`src/rtl/cmd_frame_scheduler.sv`:
```
// -----------------------------------------------------------------------------
// cmd_frame_scheduler
//
// Purpose:
//   Arbitrates round-robin between a write-request source and a read-request
//   source that share one command encoder. The winning request is registered
//   onto the encoder inputs. One cycle later the 56-bit encoded command
//   (8-bit header + 48-bit payload) is captured into a shift register. The
//   command is then streamed MSB byte first to the UART transmitter over a
//   valid/ready byte interface.
//
// Ports:
//   clk, rst_n                  system clock (rising edge), async active-low reset
//   wr_req_valid/data/ready     write request handshake (48-bit payload)
//   rd_req_valid/data/ready     read request handshake (48-bit payload)
//   enc_req, enc_wr             registered payload and write flag to the encoder
//   enc_cmd                     combinational encoder result for enc_req/enc_wr
//   tx_data, tx_valid, tx_ready byte stream to the UART transmitter
//   busy                        high whenever a frame is in flight
//   cmd_done                    one-cycle pulse after the last byte handshake
// -----------------------------------------------------------------------------
module cmd_frame_scheduler #(
    parameter int REQ_W     = 48,
    parameter int CMD_W     = REQ_W + 8,
    parameter int NUM_BYTES = CMD_W / 8
) (
    input  logic             clk,
    input  logic             rst_n,
    input  logic             wr_req_valid,
    input  logic [REQ_W-1:0] wr_req_data,
    output logic             wr_req_ready,
    input  logic             rd_req_valid,
    input  logic [REQ_W-1:0] rd_req_data,
    output logic             rd_req_ready,
    output logic [REQ_W-1:0] enc_req,
    output logic             enc_wr,
    input  logic [CMD_W-1:0] enc_cmd,
    output logic [7:0]       tx_data,
    output logic             tx_valid,
    input  logic             tx_ready,
    output logic             busy,
    output logic             cmd_done
);

    localparam logic [1:0] IDLE = 2'd0;
    localparam logic [1:0] LOAD = 2'd1;
    localparam logic [1:0] SEND = 2'd2;
    localparam logic [1:0] DONE = 2'd3;

    localparam logic [2:0] LAST_BYTE = 3'(NUM_BYTES - 1);

    // last_grant encoding: 1 = write won last, 0 = read won last.
    localparam logic GRANT_WR = 1'b1;
    localparam logic GRANT_RD = 1'b0;

    logic [1:0]       state_q,      state_d;
    logic [REQ_W-1:0] enc_req_q,    enc_req_d;
    logic             enc_wr_q,     enc_wr_d;
    logic [CMD_W-1:0] shift_q,      shift_d;
    logic [2:0]       byte_cnt_q,   byte_cnt_d;
    logic             last_grant_q, last_grant_d;

    logic grant_wr;
    logic grant_rd;

    // Round-robin arbitration: on a tie the source that did not win last time
    // gets the encoder. Reset leaves last_grant at READ so writes win first.
    always_comb begin
        grant_wr = 1'b0;
        grant_rd = 1'b0;
        if (state_q == IDLE) begin
            if (wr_req_valid && rd_req_valid) begin
                grant_wr = (last_grant_q == GRANT_RD);
                grant_rd = (last_grant_q == GRANT_WR);
            end else begin
                grant_wr = wr_req_valid;
                grant_rd = rd_req_valid;
            end
        end
    end

    // Readies are gated by rst_n so no request is accepted while reset is held.
    assign wr_req_ready = rst_n && grant_wr;
    assign rd_req_ready = rst_n && grant_rd;

    // NOTE: every signal assigned in this block gets a default first, so no
    // path through the case statement leaves one unassigned and infers a latch.
    always_comb begin
        state_d      = state_q;
        enc_req_d    = enc_req_q;
        enc_wr_d     = enc_wr_q;
        shift_d      = shift_q;
        byte_cnt_d   = byte_cnt_q;
        last_grant_d = last_grant_q;

        case (state_q)
            IDLE: begin
                if (grant_wr || grant_rd) begin
                    enc_req_d    = grant_wr ? wr_req_data : rd_req_data;
                    enc_wr_d     = grant_wr;
                    last_grant_d = grant_wr ? GRANT_WR : GRANT_RD;
                    state_d      = LOAD;
                end
            end
            LOAD: begin
                // The encoder output has now settled on the registered request.
                shift_d    = enc_cmd;
                byte_cnt_d = '0;
                state_d    = SEND;
            end
            SEND: begin
                if (tx_ready) begin
                    shift_d = shift_q << 8;
                    if (byte_cnt_q == LAST_BYTE) begin
                        // Hold the count at the last index instead of wrapping.
                        state_d = DONE;
                    end else begin
                        byte_cnt_d = byte_cnt_q + 3'd1;
                    end
                end
            end
            DONE: begin
                state_d = IDLE;
            end
            default: begin
                state_d = IDLE;
            end
        endcase
    end

    // NOTE: sequential state is updated with non-blocking assignments so every
    // register samples the pre-edge values, independent of statement order.
    always_ff @(posedge clk or negedge rst_n) begin
        if (!rst_n) begin
            state_q      <= IDLE;
            enc_req_q    <= '0;
            enc_wr_q     <= 1'b0;
            shift_q      <= '0;
            byte_cnt_q   <= '0;
            last_grant_q <= GRANT_RD;
        end else begin
            state_q      <= state_d;
            enc_req_q    <= enc_req_d;
            enc_wr_q     <= enc_wr_d;
            shift_q      <= shift_d;
            byte_cnt_q   <= byte_cnt_d;
            last_grant_q <= last_grant_d;
        end
    end

    // Outputs decode directly from registers. An asynchronous reset therefore
    // drops tx_valid and busy at once, without waiting for a clock edge.
    assign enc_req  = enc_req_q;
    assign enc_wr   = enc_wr_q;
    assign tx_valid = (state_q == SEND);
    assign tx_data  = shift_q[CMD_W-1 -: 8];
    assign busy     = (state_q != IDLE);
    assign cmd_done = (state_q == DONE);

endmodule

```
`config.mk`:
```
export PLATFORM = sky130hd
export DESIGN_NAME = cmd_frame_scheduler
export DESIGN_NICKNAME = d
export VERILOG_FILES = /design/src/rtl/cmd_frame_scheduler.sv
export SDC_FILE = /design/constraint.sdc
export NUM_CORES = 1
export LEC_CHECK = 0
export BUFFER_PORTS_ARGS = -buffer_cell sky130_fd_sc_hd__buf_4
export CAP_MARGIN = 20
export CORE_ASPECT_RATIO = 0.7
export CORE_MARGIN = 2
export CORE_UTILIZATION = 38
export CTS_BUF_LIST = sky130_fd_sc_hd__clkbuf_16
export DETAILED_ROUTE_END_ITERATION = 10
export PLACE_DENSITY = 0.66
export RECOVER_POWER = 100
export SETUP_SLACK_MARGIN = 0.05
export SYNTH_ARGS = -nofsm -noshare
export SYNTH_HDL_FRONTEND = slang
export SYNTH_SLANG_ARGS = --single-unit
```
`constraint.sdc`:
```
create_clock -name clk -period 2.4 [get_ports clk]
set_input_delay 0 -clock clk [delete_from_list [all_inputs] [get_ports clk]]
set_output_delay 0 -clock clk [all_outputs]
set_load 0.01 [all_outputs]
```
# --- Word level (Yosys, flattened, before mapping) ---
# Cells that the tools add are included.
classes:
  reduce_logical: 11
  n_addsub: 1
  bitwise_logic: 1
  n_mux: 15
  eq_ne: 8
ops:
  columns: ["operator", "count"]
  rows:
  - ["one-hot mux 56 bit (2 select lines)", 1]
  - ["2-to-1 mux 56 bit", 1]
  - ["2-to-1 mux 48 bit", 1]
  - ["one-hot mux 2 bit (4 select lines)", 1]
  - ["2-to-1 mux 2 bit", 3]
  - ["2-to-1 mux 3 bit", 2]
  - ["!= test 2 x 1 -> 1 bit (second input constant)", 3]
  - ["one-hot mux 3 bit (2 select lines)", 1]
  - ["AND reduction 3 bit", 2]
  - ["2-to-1 mux 1 bit", 5]
  - ["== test 2 bit (second input constant)", 2]
  - ["AND reduction 2 bit", 2]
  - ["nonzero test 2 bit", 2]
  - ["adder 3 x 1 -> 3 bit (second input constant)", 1]
  - ["== test 3 bit (second input constant)", 1]
  - ["logical AND 1 bit", 3]
  - ["== test 2 x 1 -> 1 bit (second input constant)", 1]
  - ["zero test 2 bit", 1]
  - ["!= test 2 bit (second input constant)", 1]
  - ["logical OR 1 bit", 1]
  - ["NOT 1 bit", 1]
word_totals:
  elab_cells: 42
  register_bits: 111
  in_bits: 157
  out_inout_bits: 62

# --- Logic depth before layout (Yosys ltp) ---
# Gate-level depths: netlist (run 1).
depth:
  depth_word: 6
  depth_mapped: 7
  ltp_nobuf: 5

# --- Least setup slack after synthesis (run 1) ---
# No wires, ideal clock.
synth_path:
  path_type: "register to register"
  startpoint: "register state_q[0]"
  endpoint: "register shift_q[53]"
  setup_ns: 0.132
  period_less_slack_ns: 1.586
  arrival_time_ns: 1.454
  stages_incl_launch_ff: 6
  required_time_ns: 2.268
  path_buffers: 1
  path_slack_ns: 0.814
  cell_sequence: "dfrtp_1 > inv_1 > ha_1 > mux2i_2 > clkbuf_1 > o21ai_1"
synth_via:
  elab_chain_len: 3
  word_cells_on_any_way: 6
  cone_classes: "3 x eq/ne; 1 x mux; 2 x reduce/logical"
synth_rtl:
  columns: ["element", "line_no", "rtl"]
  rows:
  - ["from (decl)", "56", "logic [1:0] state_q, state_d;"]
  - ["from (signal assigned)", "142", "state_q <= state_d;"]
  - ["== test 2 bit *", null, null]
  - ["via tx_valid", "39", "output logic tx_valid,"]
  - ["!= test 2 x 1 -> 1 bit (no source line) / nonzero test 2 bit (equally long branches)", null, null]
  - ["AND reduction 2 bit (no source line)", null, null]
  - ["to (signal assigned)", "145", "shift_q <= shift_d;"]
  - ["to (decl)", "59", "logic [CMD_W-1:0] shift_q, shift_d;"]
# Mark *: on every way through the listed nets, which the timed path passes. The rest lies on a longest branch.
# A chain may end at the register's enable or synchronous reset.

# --- Worst setup path in the final report (run 1) ---
layout_path:
  startpoint: "register state_q[0]"
  endpoint: "register shift_q[7]"
layout_via:
  elab_chain_len: 3
  word_cells_on_any_way: 6
  cone_classes: "3 x eq/ne; 1 x mux; 2 x reduce/logical"
layout_rtl:
  columns: ["element", "line_no", "rtl"]
  rows:
  - ["== test 2 bit / == test 2 x 1 -> 1 bit (equally long branches)", "96", "case (state_q)"]
  - ["!= test 2 x 1 -> 1 bit (no source line) / nonzero test 2 bit (equally long branches)", null, null]
  - ["AND reduction 2 bit (no source line)", null, null]
# Parallel ways exist; a longest one is shown, timed or not.

==> impl_metrics.env, run 1 <==
export IMPL_start_kind="flop"
export IMPL_synthCells=457
export IMPL_fin_nets=977
export IMPL_syn_to_final_growth_pct=64.65
export IMPL_h_tree_depth=3
export IMPL_viasPerCell=4.865
export IMPL_multi_input_area_sq_mm=0.002143
export IMPL_synth_area_leaders="dfrtp_1, mux2i_1, a221o_1"
export IMPL_die_area_sq_mm=0.01460
export IMPL_final_period_utilization=0.9092
export IMPL_grt_pass1_vias=5032
export IMPL_drv_slew=0
export IMPL_setup_tns_ns=0
export IMPL_synth_edf_count=0
export IMPL_n_antenna_cell=0
export IMPL_fp_coreArea_sq_mm=0.01323
export IMPL_dp_hpwl_microns=9674
export IMPL_drtPass1Iterations=4
export IMPL_yosysWarningCount=0
export IMPL_wl_per_cell_microns=15.82
export IMPL_fillerInstances=1098
export IMPL_relSlewSlack=0.07212
export IMPL_die_width_microns=143.6
export IMPL_synth_nets=621
export IMPL_cts_made_buffers=9
export IMPL_antenna_left=0
export IMPL_cts_tree="done"
export IMPL_drc=0
export IMPL_fin_crit_ns=2.182
export IMPL_vias=4880
export IMPL_rsz0062_at_grt="no"
export IMPL_finalPower_w=0.008776
export IMPL_port_buffers=218
export IMPL_drive_gt1_frac=0.2298
export IMPL_regArea_sq_mm=0.002753
export IMPL_setup_violations_final=0
export IMPL_start_util=0.3918
export IMPL_hold_path_class="in2reg"
export IMPL_yosysTopAreaCell="dfrtp_1"
export IMPL_synth_common_cells="dfrtp_1, nand2_1, mux2i_1"
export IMPL_grt_ovfl_total=0
export IMPL_synth_area_sq_mm=0.005181
export IMPL_drtIter0Drc=269
export IMPL_grt_max_degree=75
export IMPL_die_h_microns=101.7
export IMPL_endpoint_kind="flop"
export IMPL_ys_flop_type="dfrtp_1"
export IMPL_routabilityCongestion=0.7454
export IMPL_cts_root_buf="clkbuf_16"
export IMPL_track_usage=0.2104
export IMPL_clk_insertion_delay_late_ns=0.34
export IMPL_crit_chain="inv_1 > ha_1 > buf_12 > nand2_1 > o22ai_1 > dlygate4sd3_1"
export IMPL_grt_pass1_wl_microns=24360
export IMPL_ys_seq_elements=110
export IMPL_critPathKind="reg2reg"
export IMPL_cap_viol_max_count=0
export IMPL_required_ns=2.68
export IMPL_p_per_area_mw_per_mm2=1029
export IMPL_synth_top_area_frac=0.5313
export IMPL_timing_hold_ws_ns=0.03820
export IMPL_cp_slowest_cell="dlygate4sd3_1"
export IMPL_seq_area_frac_synth=0.5313
export IMPL_final_hold_violation_count=0
export IMPL_worstPathArrival_ns=2.47
export IMPL_synth_most_common_cell="dfrtp_1"
export IMPL_layout_setup_ws_ns=0.2178
export IMPL_antenna_found_initial=0
export IMPL_outcome="completed"
export IMPL_clk_pin_slew_worst_paths_ns=0.08
export IMPL_place_ws_ns=0.5182
export IMPL_synth_cell_types=32
export IMPL_ys_async_sr_fraction=1.000
export IMPL_max_stage_delay_ns=0.57
export IMPL_maxClockFrequency_mhz=458.3
export IMPL_fp_row_count=35
export IMPL_skew_ns=0.007476
export IMPL_max_vdd_ir_drop_mv=0.5872
export IMPL_postCtsSetupRepairBufs=0
export IMPL_leakage_nw=3.879
export IMPL_cts_sinks=110
export IMPL_synth_avg_cell_area_sq_um=11.34
export IMPL_cts_max_path_buffers=2
export IMPL_worst_pin_slew_ns=1.392
export IMPL_crit_fanout=74
export IMPL_wl_microns=15870
export IMPL_ios=219
[per-stage QoR]
stage | std cells | cell area, sq um | util
after floorplan | 457 | 5181 | -
after global placement | 827 | 6915 | 0.5229
after detailed placement | 827 | 6915 | 0.5229
after CTS | 1003 | 8791 | 0.6647
after global routing | 1003 | 8531 | 0.6450
final | 1003 | 8531 | 0.6450
[sequential cells by signal (all words and copies together), names as in the netlist]
name and count:
enc_req 48, state_q 2, shift_q 56, byte_cnt_q 3, enc_wr 1
[timing repair]
action | CTS | global route
hold endpoints to repair | 170 | 0
hold buffers | 160 | 0
setup endpoints to repair | 0 | 2
gates resized for setup | 0 | 2
[layout by cell type (no fill, tap or decap), types with 2 or more instances in the layout]
cell           count
o21ai_0           48
a21oi_4            2
nand2_1           59
clkbuf_2           3
buf_4            158
a211oi_1           2
clkbuf_16          9
ha_1               7
mux2i_1           57
clkbuf_1          62
and2_1             2
buf_12             2
inv_6              2
and2_0            46
dlygate4sd3_1    160
a221o_1           48
buf_6              2
inv_1              8
dfrtp_1          110
and2_2             2
a21oi_1            3
o22ai_1            8
clkinvlp_4         2
[cell families after synthesis]
family / synth area share
buf+inv: 0.05965
flops: 0.5313
compound gates: 0.1674
mux: 0.1149
fa+ha+maj: 0.01690
simple gates: 0.1099
[power by group]
group / internal [W] / switching, W
clock: 0.000707 / 0.000683
sequential: 0.00274 / 0.000509
combinational: 0.00198 / 0.00215
total: 0.00543 / 0.00334
[critical path, delay by kind of cell (launching register included)]
family                     cells  cell delay (ns)
buffers and inverters          3             1.09
DFF                            1             0.42
and+or+nand+nor                1             0.11
adders and majority gates      1             0.29
AOI/OAI and AO/OA              1             0.17
[path summary, 6_finish.rpt]
kind                             start           to  slack (ns)  cells past startpoint
min                        enc_cmd[20]  shift_q[20]        0.04                      3
max in group asynchronous        rst_n  enc_req[12]        0.61                      3
min in group asynchronous        rst_n  shift_q[48]        0.11                      2
max reg2reg                 state_q[0]   shift_q[7]        0.22                      6
max                         state_q[0]   shift_q[7]        0.22                      6
min reg2reg                shift_q[39]  shift_q[39]        0.48                      2
[area by class of cell]
class | instances | area share
clock buffer | 9 | 0.02640
timing repair buffer | 388 | 0.3637
tap | 185 | 0.02713
multi-input combinational | 297 | 0.2512
sequential | 110 | 0.3227
clock inverter | 7 | 0.005720
inverter | 7 | 0.003080
[per-layer routing]
layer,track usage,up-vias,share of wire
met1,0.2607,2335,0.43
met2,0.3681,158,0.49
li1,-,2352,-
met4,0.07768,0,0.026
met5,0,-,0
met3,0.04113,35,0.047
No activity file was read; power rests on OpenSTA's default activity.
==> run 2: changes to the inputs <==
--- a/config.mk
+++ b/config.mk
@@ -5,14 +5,15 @@
 export SDC_FILE = /design/constraint.sdc
 export NUM_CORES = 1
 export LEC_CHECK = 0
-export BUFFER_PORTS_ARGS = -buffer_cell sky130_fd_sc_hd__buf_4
+export BUFFER_PORTS_ARGS = -buffer_cell sky130_fd_sc_hd__buf_2
 export CAP_MARGIN = 20
 export CORE_ASPECT_RATIO = 0.7
 export CORE_MARGIN = 2
 export CORE_UTILIZATION = 38
 export CTS_BUF_LIST = sky130_fd_sc_hd__clkbuf_16
 export DETAILED_ROUTE_END_ITERATION = 10
-export PLACE_DENSITY = 0.66
+export GPL_ROUTABILITY_DRIVEN = 0
+export PLACE_DENSITY = 0.68
 export RECOVER_POWER = 100
 export SETUP_SLACK_MARGIN = 0.05
 export SYNTH_ARGS = -nofsm -noshare
==> constraint.sdc (replaced) <==
create_clock -name clk -period 1.9 [get_ports clk]
set_input_delay 0 -clock clk [delete_from_list [all_inputs] [get_ports clk]]
set_output_delay 0 -clock clk [all_outputs]
set_load 0.01 [all_outputs]
==> run 2 against run 1 <==
Compared with the run above: clock power grew 34%; sequential power increased by 26%; global-route usage is 1.4 points higher; worst setup slack got worse by 0.074 ns; largest cell class unchanged; routed wire length grew 4.1%; combinational power increased by 29%; critical path depth increased by 1; critical path type unchanged; cell count is 0.20% higher.
==> impl_metrics.env, run 2 (synthesis gave the netlist of run 1 again) <==
export IMPL_outcome="completed"
export IMPL_final_cell_mix="buf_2, dlygate4sd3_1, dfrtp_1, nand2_1, clkbuf_1"
export IMPL_die_h_microns=101.7
export IMPL_setup_tns_ns=0
export IMPL_drtPass1Iterations=5
export IMPL_crit_family="buffers and inverters"
export IMPL_place_ws_ns=0.1235
export IMPL_grt_pass1_vias=5070
export IMPL_layout_setup_ws_ns=0.1440
export IMPL_worst_pin_slew_ns=0.9880
export IMPL_n_antenna_cell=0
export IMPL_fillerInstances=1064
export IMPL_max_vdd_ir_drop_mv=0.6912
export IMPL_maxClockFrequency_mhz=569.5
export IMPL_drtIter0Drc=209
export IMPL_timing_hold_ws_ns=0.01559
export IMPL_cts_made_buffers=9
export IMPL_largest_reg_flops=56
export IMPL_crit_chain="inv_2 > ha_4 > nand2_1 > a21oi_4 > clkbuf_1 > bufbuf_16 > a221o_1"
export IMPL_clk_pin_slew_worst_paths_ns=0.07
export IMPL_vias=4956
export IMPL_wl_per_cell_microns=16.44
export IMPL_drc=0
export IMPL_wl_microns=16530
export IMPL_worstPathArrival_ns=1.97
export IMPL_grt_use_met3=0.04917
export IMPL_drive_gt1_frac=0.2488
export IMPL_antenna_left=0
export IMPL_port_buffers=218
export IMPL_required_ns=2.11
export IMPL_rsz0062_at_grt="no"
export IMPL_hold_path_class="in2reg"
export IMPL_cts_sinks=110
export IMPL_track_usage=0.2241
export IMPL_cts_tree="done"
export IMPL_p_per_area_mw_per_mm2=1364
export IMPL_die_area_sq_mm=0.01460
export IMPL_viasPerCell=4.931
export IMPL_endpoint_kind="flop"
export IMPL_crit_fanout=24
export IMPL_cts_max_path_buffers=2
export IMPL_layout_cells_most_common="buf_2"
export IMPL_grt_util_met2=0.3868
export IMPL_cp_slowest_cell="dfrtp_1"
export IMPL_leakage_nw=3.819
export IMPL_start_kind="flop"
export IMPL_busiest_layer="met2"
export IMPL_cts_root_buf="clkbuf_16"
export IMPL_start_util=0.3918
export IMPL_postLayoutCoreUtil=0.6257
export IMPL_final_period_utilization=0.9242
export IMPL_clk_insertion_delay_late_ns=0.34
export IMPL_max_stage_delay_ns=0.38
export IMPL_finalPower_w=0.01129
export IMPL_grt_ovfl_total=0
export IMPL_antenna_found_initial=0
export IMPL_syn_to_final_growth_pct=59.72
export IMPL_grt_max_degree=97
export IMPL_fp_row_count=35
export IMPL_grt_pass1_wl_microns=25320
export IMPL_top_register="shift_q"
export IMPL_die_width_microns=143.6
export IMPL_grt_util_met1=0.2751
export IMPL_cp_buffers_inverters=3
export IMPL_dp_hpwl_microns=9536
export IMPL_final_hold_violation_count=0
export IMPL_setup_violations_final=0
export IMPL_ios=219
export IMPL_cap_viol_max_count=0
export IMPL_drv_slew=0
export IMPL_fp_coreArea_sq_mm=0.01323
export IMPL_critPathKind="reg2reg"
export IMPL_h_tree_depth=3
export IMPL_relSlewSlack=0.3414
export IMPL_fin_nets=979
export IMPL_skew_ns=0.009497
export IMPL_fin_crit_ns=1.756
==> run 2: changes by cell type in the layout (fill, tap and decap cells not counted), sizes merged <==
cell,before,now
bufbuf,0,4
bufinv,0,1
clkinvlp,2,0
dlygate4sd3,160,152
clkinv,2,3
buf,163,171
clkbuf,74,72
==> run 2: report_power, final <==
group,internal [W],switching [W]
registers,0.00346,0.000628
clock network,0.00102,0.000841
logic,0.00252,0.00282
total,0.00700,0.00428
==> run 2: what timing repair did <==
| item | CTS | global route |
|---|---|---|
| gates resized for setup | 2 | 3 |
| pin swaps | 0 | 0 |
| setup buffers | 2 | 5 |
| endpoints found under the setup margin | 2 | 39 |
| gates cloned | 4 | 0 |
| hold buffers | 152 | 0 |
| endpoints found under the hold margin | 173 | 0 |
==> run 2: through the flow <==
stage / area (sq um) / std cells
after global routing: 8275 / 1005
final: 8275 / 1005
after detailed placement: 6390 / 826
after global placement: 6390 / 826
after CTS: 8348 / 1000
after floorplan: 5181 / 457
==> run 2: worst paths after layout <==
kind	cells after the start	slack, ns	startpoint	end
min reg2reg	2	0.48	shift_q[15]	shift_q[15]
min	3	0.02	enc_cmd[9]	shift_q[9]
max	7	0.14	state_q[0]	enc_req[47]
max in group asynchronous	3	0.57	rst_n	enc_req[30]
max reg2reg	7	0.14	state_q[0]	enc_req[47]
min in group asynchronous	2	0.09	rst_n	enc_req[46]
==> run 2: layout make-up <==
class | count | area, sq um | area share
Multi-Input combinational cell | 297 | 2156 | 0.2605
Inverter | 7 | 26.28 | 0.003175
Clock buffer | 9 | 225.2 | 0.02721
Timing Repair Buffer | 390 | 2819 | 0.3406
Sequential cell | 110 | 2754 | 0.3328
Clock inverter | 7 | 63.81 | 0.007711
Tap cell | 185 | 231.5 | 0.02797
==> run 2: per-layer routing <==
layer  wire, microns  vias to the layer above
li1                -                     2353
met1            6921                     2352
met2            8172                      210
met3             982                       41
met4             449                        0
met5               0                        -
==> run 2: worst reg2reg max path: cells and delay by family, from the launching register on <==
| kind | cells | cell delay, ns |
|---|---|---|
| AOI/OAI and AO/OA | 2 | 0.44 |
| adders and majority gates | 1 | 0.18 |
| buffers and inverters | 3 | 0.52 |
| DFF | 1 | 0.38 |
| and+or+nand+nor | 1 | 0.12 |
==> run 3: changes to the inputs <==
--- a/config.mk
+++ b/config.mk
@@ -7,13 +7,12 @@
 export LEC_CHECK = 0
 export BUFFER_PORTS_ARGS = -buffer_cell sky130_fd_sc_hd__buf_2
 export CAP_MARGIN = 20
-export CORE_ASPECT_RATIO = 0.7
+export CORE_ASPECT_RATIO = 0.6
 export CORE_MARGIN = 2
-export CORE_UTILIZATION = 38
+export CORE_UTILIZATION = 31
 export CTS_BUF_LIST = sky130_fd_sc_hd__clkbuf_16
 export DETAILED_ROUTE_END_ITERATION = 10
 export GPL_ROUTABILITY_DRIVEN = 0
-export PLACE_DENSITY = 0.68
 export RECOVER_POWER = 100
 export SETUP_SLACK_MARGIN = 0.05
 export SYNTH_ARGS = -nofsm -noshare
==> run 3 against run 2 <==
Compared with the run above: the run now ends with hold timing left; via count up 0.24%; worst setup slack worse by 0.027 ns; sequential cell count unchanged; fmax down 1.5%; final area up 1.9%; non-clock buffer count up 3; register-to-register slack worse by 0.03 ns; combinational power up 5.1%; critical endpoint is now enc_req[11].
==> impl_metrics.env, run 3 (synthesis gave the netlist of run 1 again) <==
export IMPL_outcome="complete, but fails checks"
export IMPL_violations="hold timing"
export IMPL_antenna_left=0
export IMPL_grt_pass1_vias=5159
export IMPL_drtPass1Iterations=4
export IMPL_fp_coreArea_sq_mm=0.01631
export IMPL_cts_tree="done"
export IMPL_endpoint_kind="flop"
export IMPL_start_util=0.3178
export IMPL_layout_cells_most_common="buf_2"
export IMPL_cts_sinks=110
export IMPL_grt_max_degree=52
export IMPL_setup_tns_ns=0
export IMPL_hold_path_class="in2reg"
export IMPL_drtIter0Drc=338
export IMPL_final_period_utilization=0.9385
export IMPL_timing_hold_ws_ns=-0.003716
export IMPL_die_width_microns=170.9
export IMPL_largest_reg_flops=56
export IMPL_p_comb_frac=0.482
export IMPL_regArea_sq_mm=0.002754
export IMPL_h_tree_depth=3
export IMPL_p_seq_frac=0.355
export IMPL_wl_microns=17320
export IMPL_leakage_nw=3.851
export IMPL_crit_chain="inv_2 > ha_4 > o21ai_2 > clkbuf_4 > and2_2 > a221o_1"
export IMPL_fillerInstances=1475
export IMPL_min_from="enc_cmd[28]"
export IMPL_swShare=0.3783
export IMPL_worstPathArrival_ns=2.01
export IMPL_port_buffers=218
export IMPL_viasPerCell=4.722
export IMPL_required_ns=2.13
export IMPL_multi_input_area_sq_mm=0.002168
export IMPL_fin_crit_ns=1.783
export IMPL_setup_violations_final=0
export IMPL_max_vdd_ir_drop_mv=0.5418
export IMPL_skew_ns=0.008064
export IMPL_drive_gt1_frac=0.2564
export IMPL_p_clk_frac=0.163
export IMPL_antenna_found_initial=1
export IMPL_clk_insertion_delay_late_ns=0.35
export IMPL_grt_pass1_wl_microns=26700
export IMPL_cts_made_buffers=9
export IMPL_maxClockFrequency_mhz=560.8
export IMPL_cap_viol_max_count=0
export IMPL_cp_startpoint="state_q[0]"
export IMPL_p_switching_w=0.004402
export IMPL_start_kind="flop"
export IMPL_fp_row_count=36
export IMPL_cts_root_buf="clkbuf_16"
export IMPL_syn_to_final_growth_pct=62.76
export IMPL_cp_slowest_cell="dfrtp_1"
export IMPL_worst_pin_slew_ns=1.207
export IMPL_crit_family="buffers and inverters"
export IMPL_final_hold_violation_count=1
export IMPL_cts_max_path_buffers=2
export IMPL_p_per_area_mw_per_mm2=1380
export IMPL_crit_fanout=48
export IMPL_r2r_start="state_q[0]"
export IMPL_die_h_microns=104.1
export IMPL_postLayoutCoreUtil=0.5172
export IMPL_track_usage=0.1917
export IMPL_grt_ovfl_total=0
export IMPL_ios=219
export IMPL_wl_per_cell_microns=16.47
export IMPL_top_register="shift_q"
export IMPL_p_int_w=0.007235
export IMPL_drv_slew=0
export IMPL_fin_nets=982
export IMPL_relSlewSlack=0.1953
export IMPL_cp_buffers_inverters=2
export IMPL_die_area_sq_mm=0.01780
export IMPL_clk_pin_slew_worst_paths_ns=0.07
export IMPL_rsz0062_at_grt="no"
export IMPL_drc=0
export IMPL_critPathKind="reg2reg"
export IMPL_max_stage_delay_ns=0.41
export IMPL_vias=4968
export IMPL_final_cell_mix="buf_2, dlygate4sd3_1, dfrtp_1, nand2_1, clkbuf_1"
export IMPL_dp_hpwl_microns=10660
## run 3: per-stage QoR
| stage | setup slack, ns | total power, W | hold WS, ns | area [sq um] | cells |
|---|---|---|---|---|---|
| final | 0.1169 | 0.01164 | -0.003716 | 8433 | 1052 |
| after detailed placement | 0.1949 | 0.009458 | -0.08068 | 6571 | 876 |
| after global routing | 0.04017 | 0.01252 | 0.02518 | 8433 | 1052 |
| after CTS | 0.02367 | 0.01185 | 0.004733 | 8488 | 1047 |
| after floorplan | 0.3137 | 0.007619 | -0.2956 | 5181 | 457 |
| after global placement | 0.2707 | 0.009236 | -0.08708 | 6571 | 876 |
## run 3: what timing repair did
item	CTS	global route
hold buffers	151	0
setup endpoints to repair	2	38
endpoints found under the hold margin	212	0
gates cloned	3	1
gates resized for setup	2	3
buffers inserted	1	3
## run 3: area by class of cell
class / instances / share of cell area
repair buffers: 393 / 0.3438
multi-input cells: 297 / 0.2571
inverters: 7 / 0.003116
well taps: 228 / 0.03383
clock buffers: 9 / 0.02671
diodes: 1 / 0.0002967
flip-flops and latches: 110 / 0.3266
clock inverters: 7 / 0.008605
## run 3: final timing paths
| kind | to | slack (ns) | depth (start not counted) |
|---|---|---|---|
| setup reg to reg | enc_req[11] | 0.12 | 6 |
| setup / recovery | enc_req[11] | 0.12 | 6 |
| hold / removal | shift_q[28] | -0.004 | 3 |
| max in group asynchronous | enc_req[38] | 0.36 | 3 |
| hold reg to reg | shift_q[35] | 0.48 | 2 |
| min in group asynchronous | shift_q[10] | 0.08 | 2 |
## run 3: worst reg2reg max path: stages, from the launching register on
cell	delay, ns
dfrtp_1	0.41
inv_2	0.13
ha_4	0.17
o21ai_2	0.05
clkbuf_4	0.33
and2_2	0.32
a221o_1	0.26
## run 3: power groups by stage
stage / clock network, W / logic (W) / registers (W)
6_report: 0.00189 / 0.00561 / 0.00413
5_1_grt: 0.00207 / 0.00619 / 0.00425
4_1_cts: 0.00198 / 0.00577 / 0.00410
3_5_place_dp: 0 / 0.00532 / 0.00413
3_3_place_gp: 0 / 0.00517 / 0.00407
2_1_floorplan: 0 / 0.00342 / 0.00420
## run 3: layer usage
metal	vias to the layer above	wire, microns	GRT usage
met1	2349	7614	0.2495
met4	0	407	0.04964
met5	-	0	0
met2	219	7951	0.3164
li1	2360	-	-
met3	40	1350	0.05099
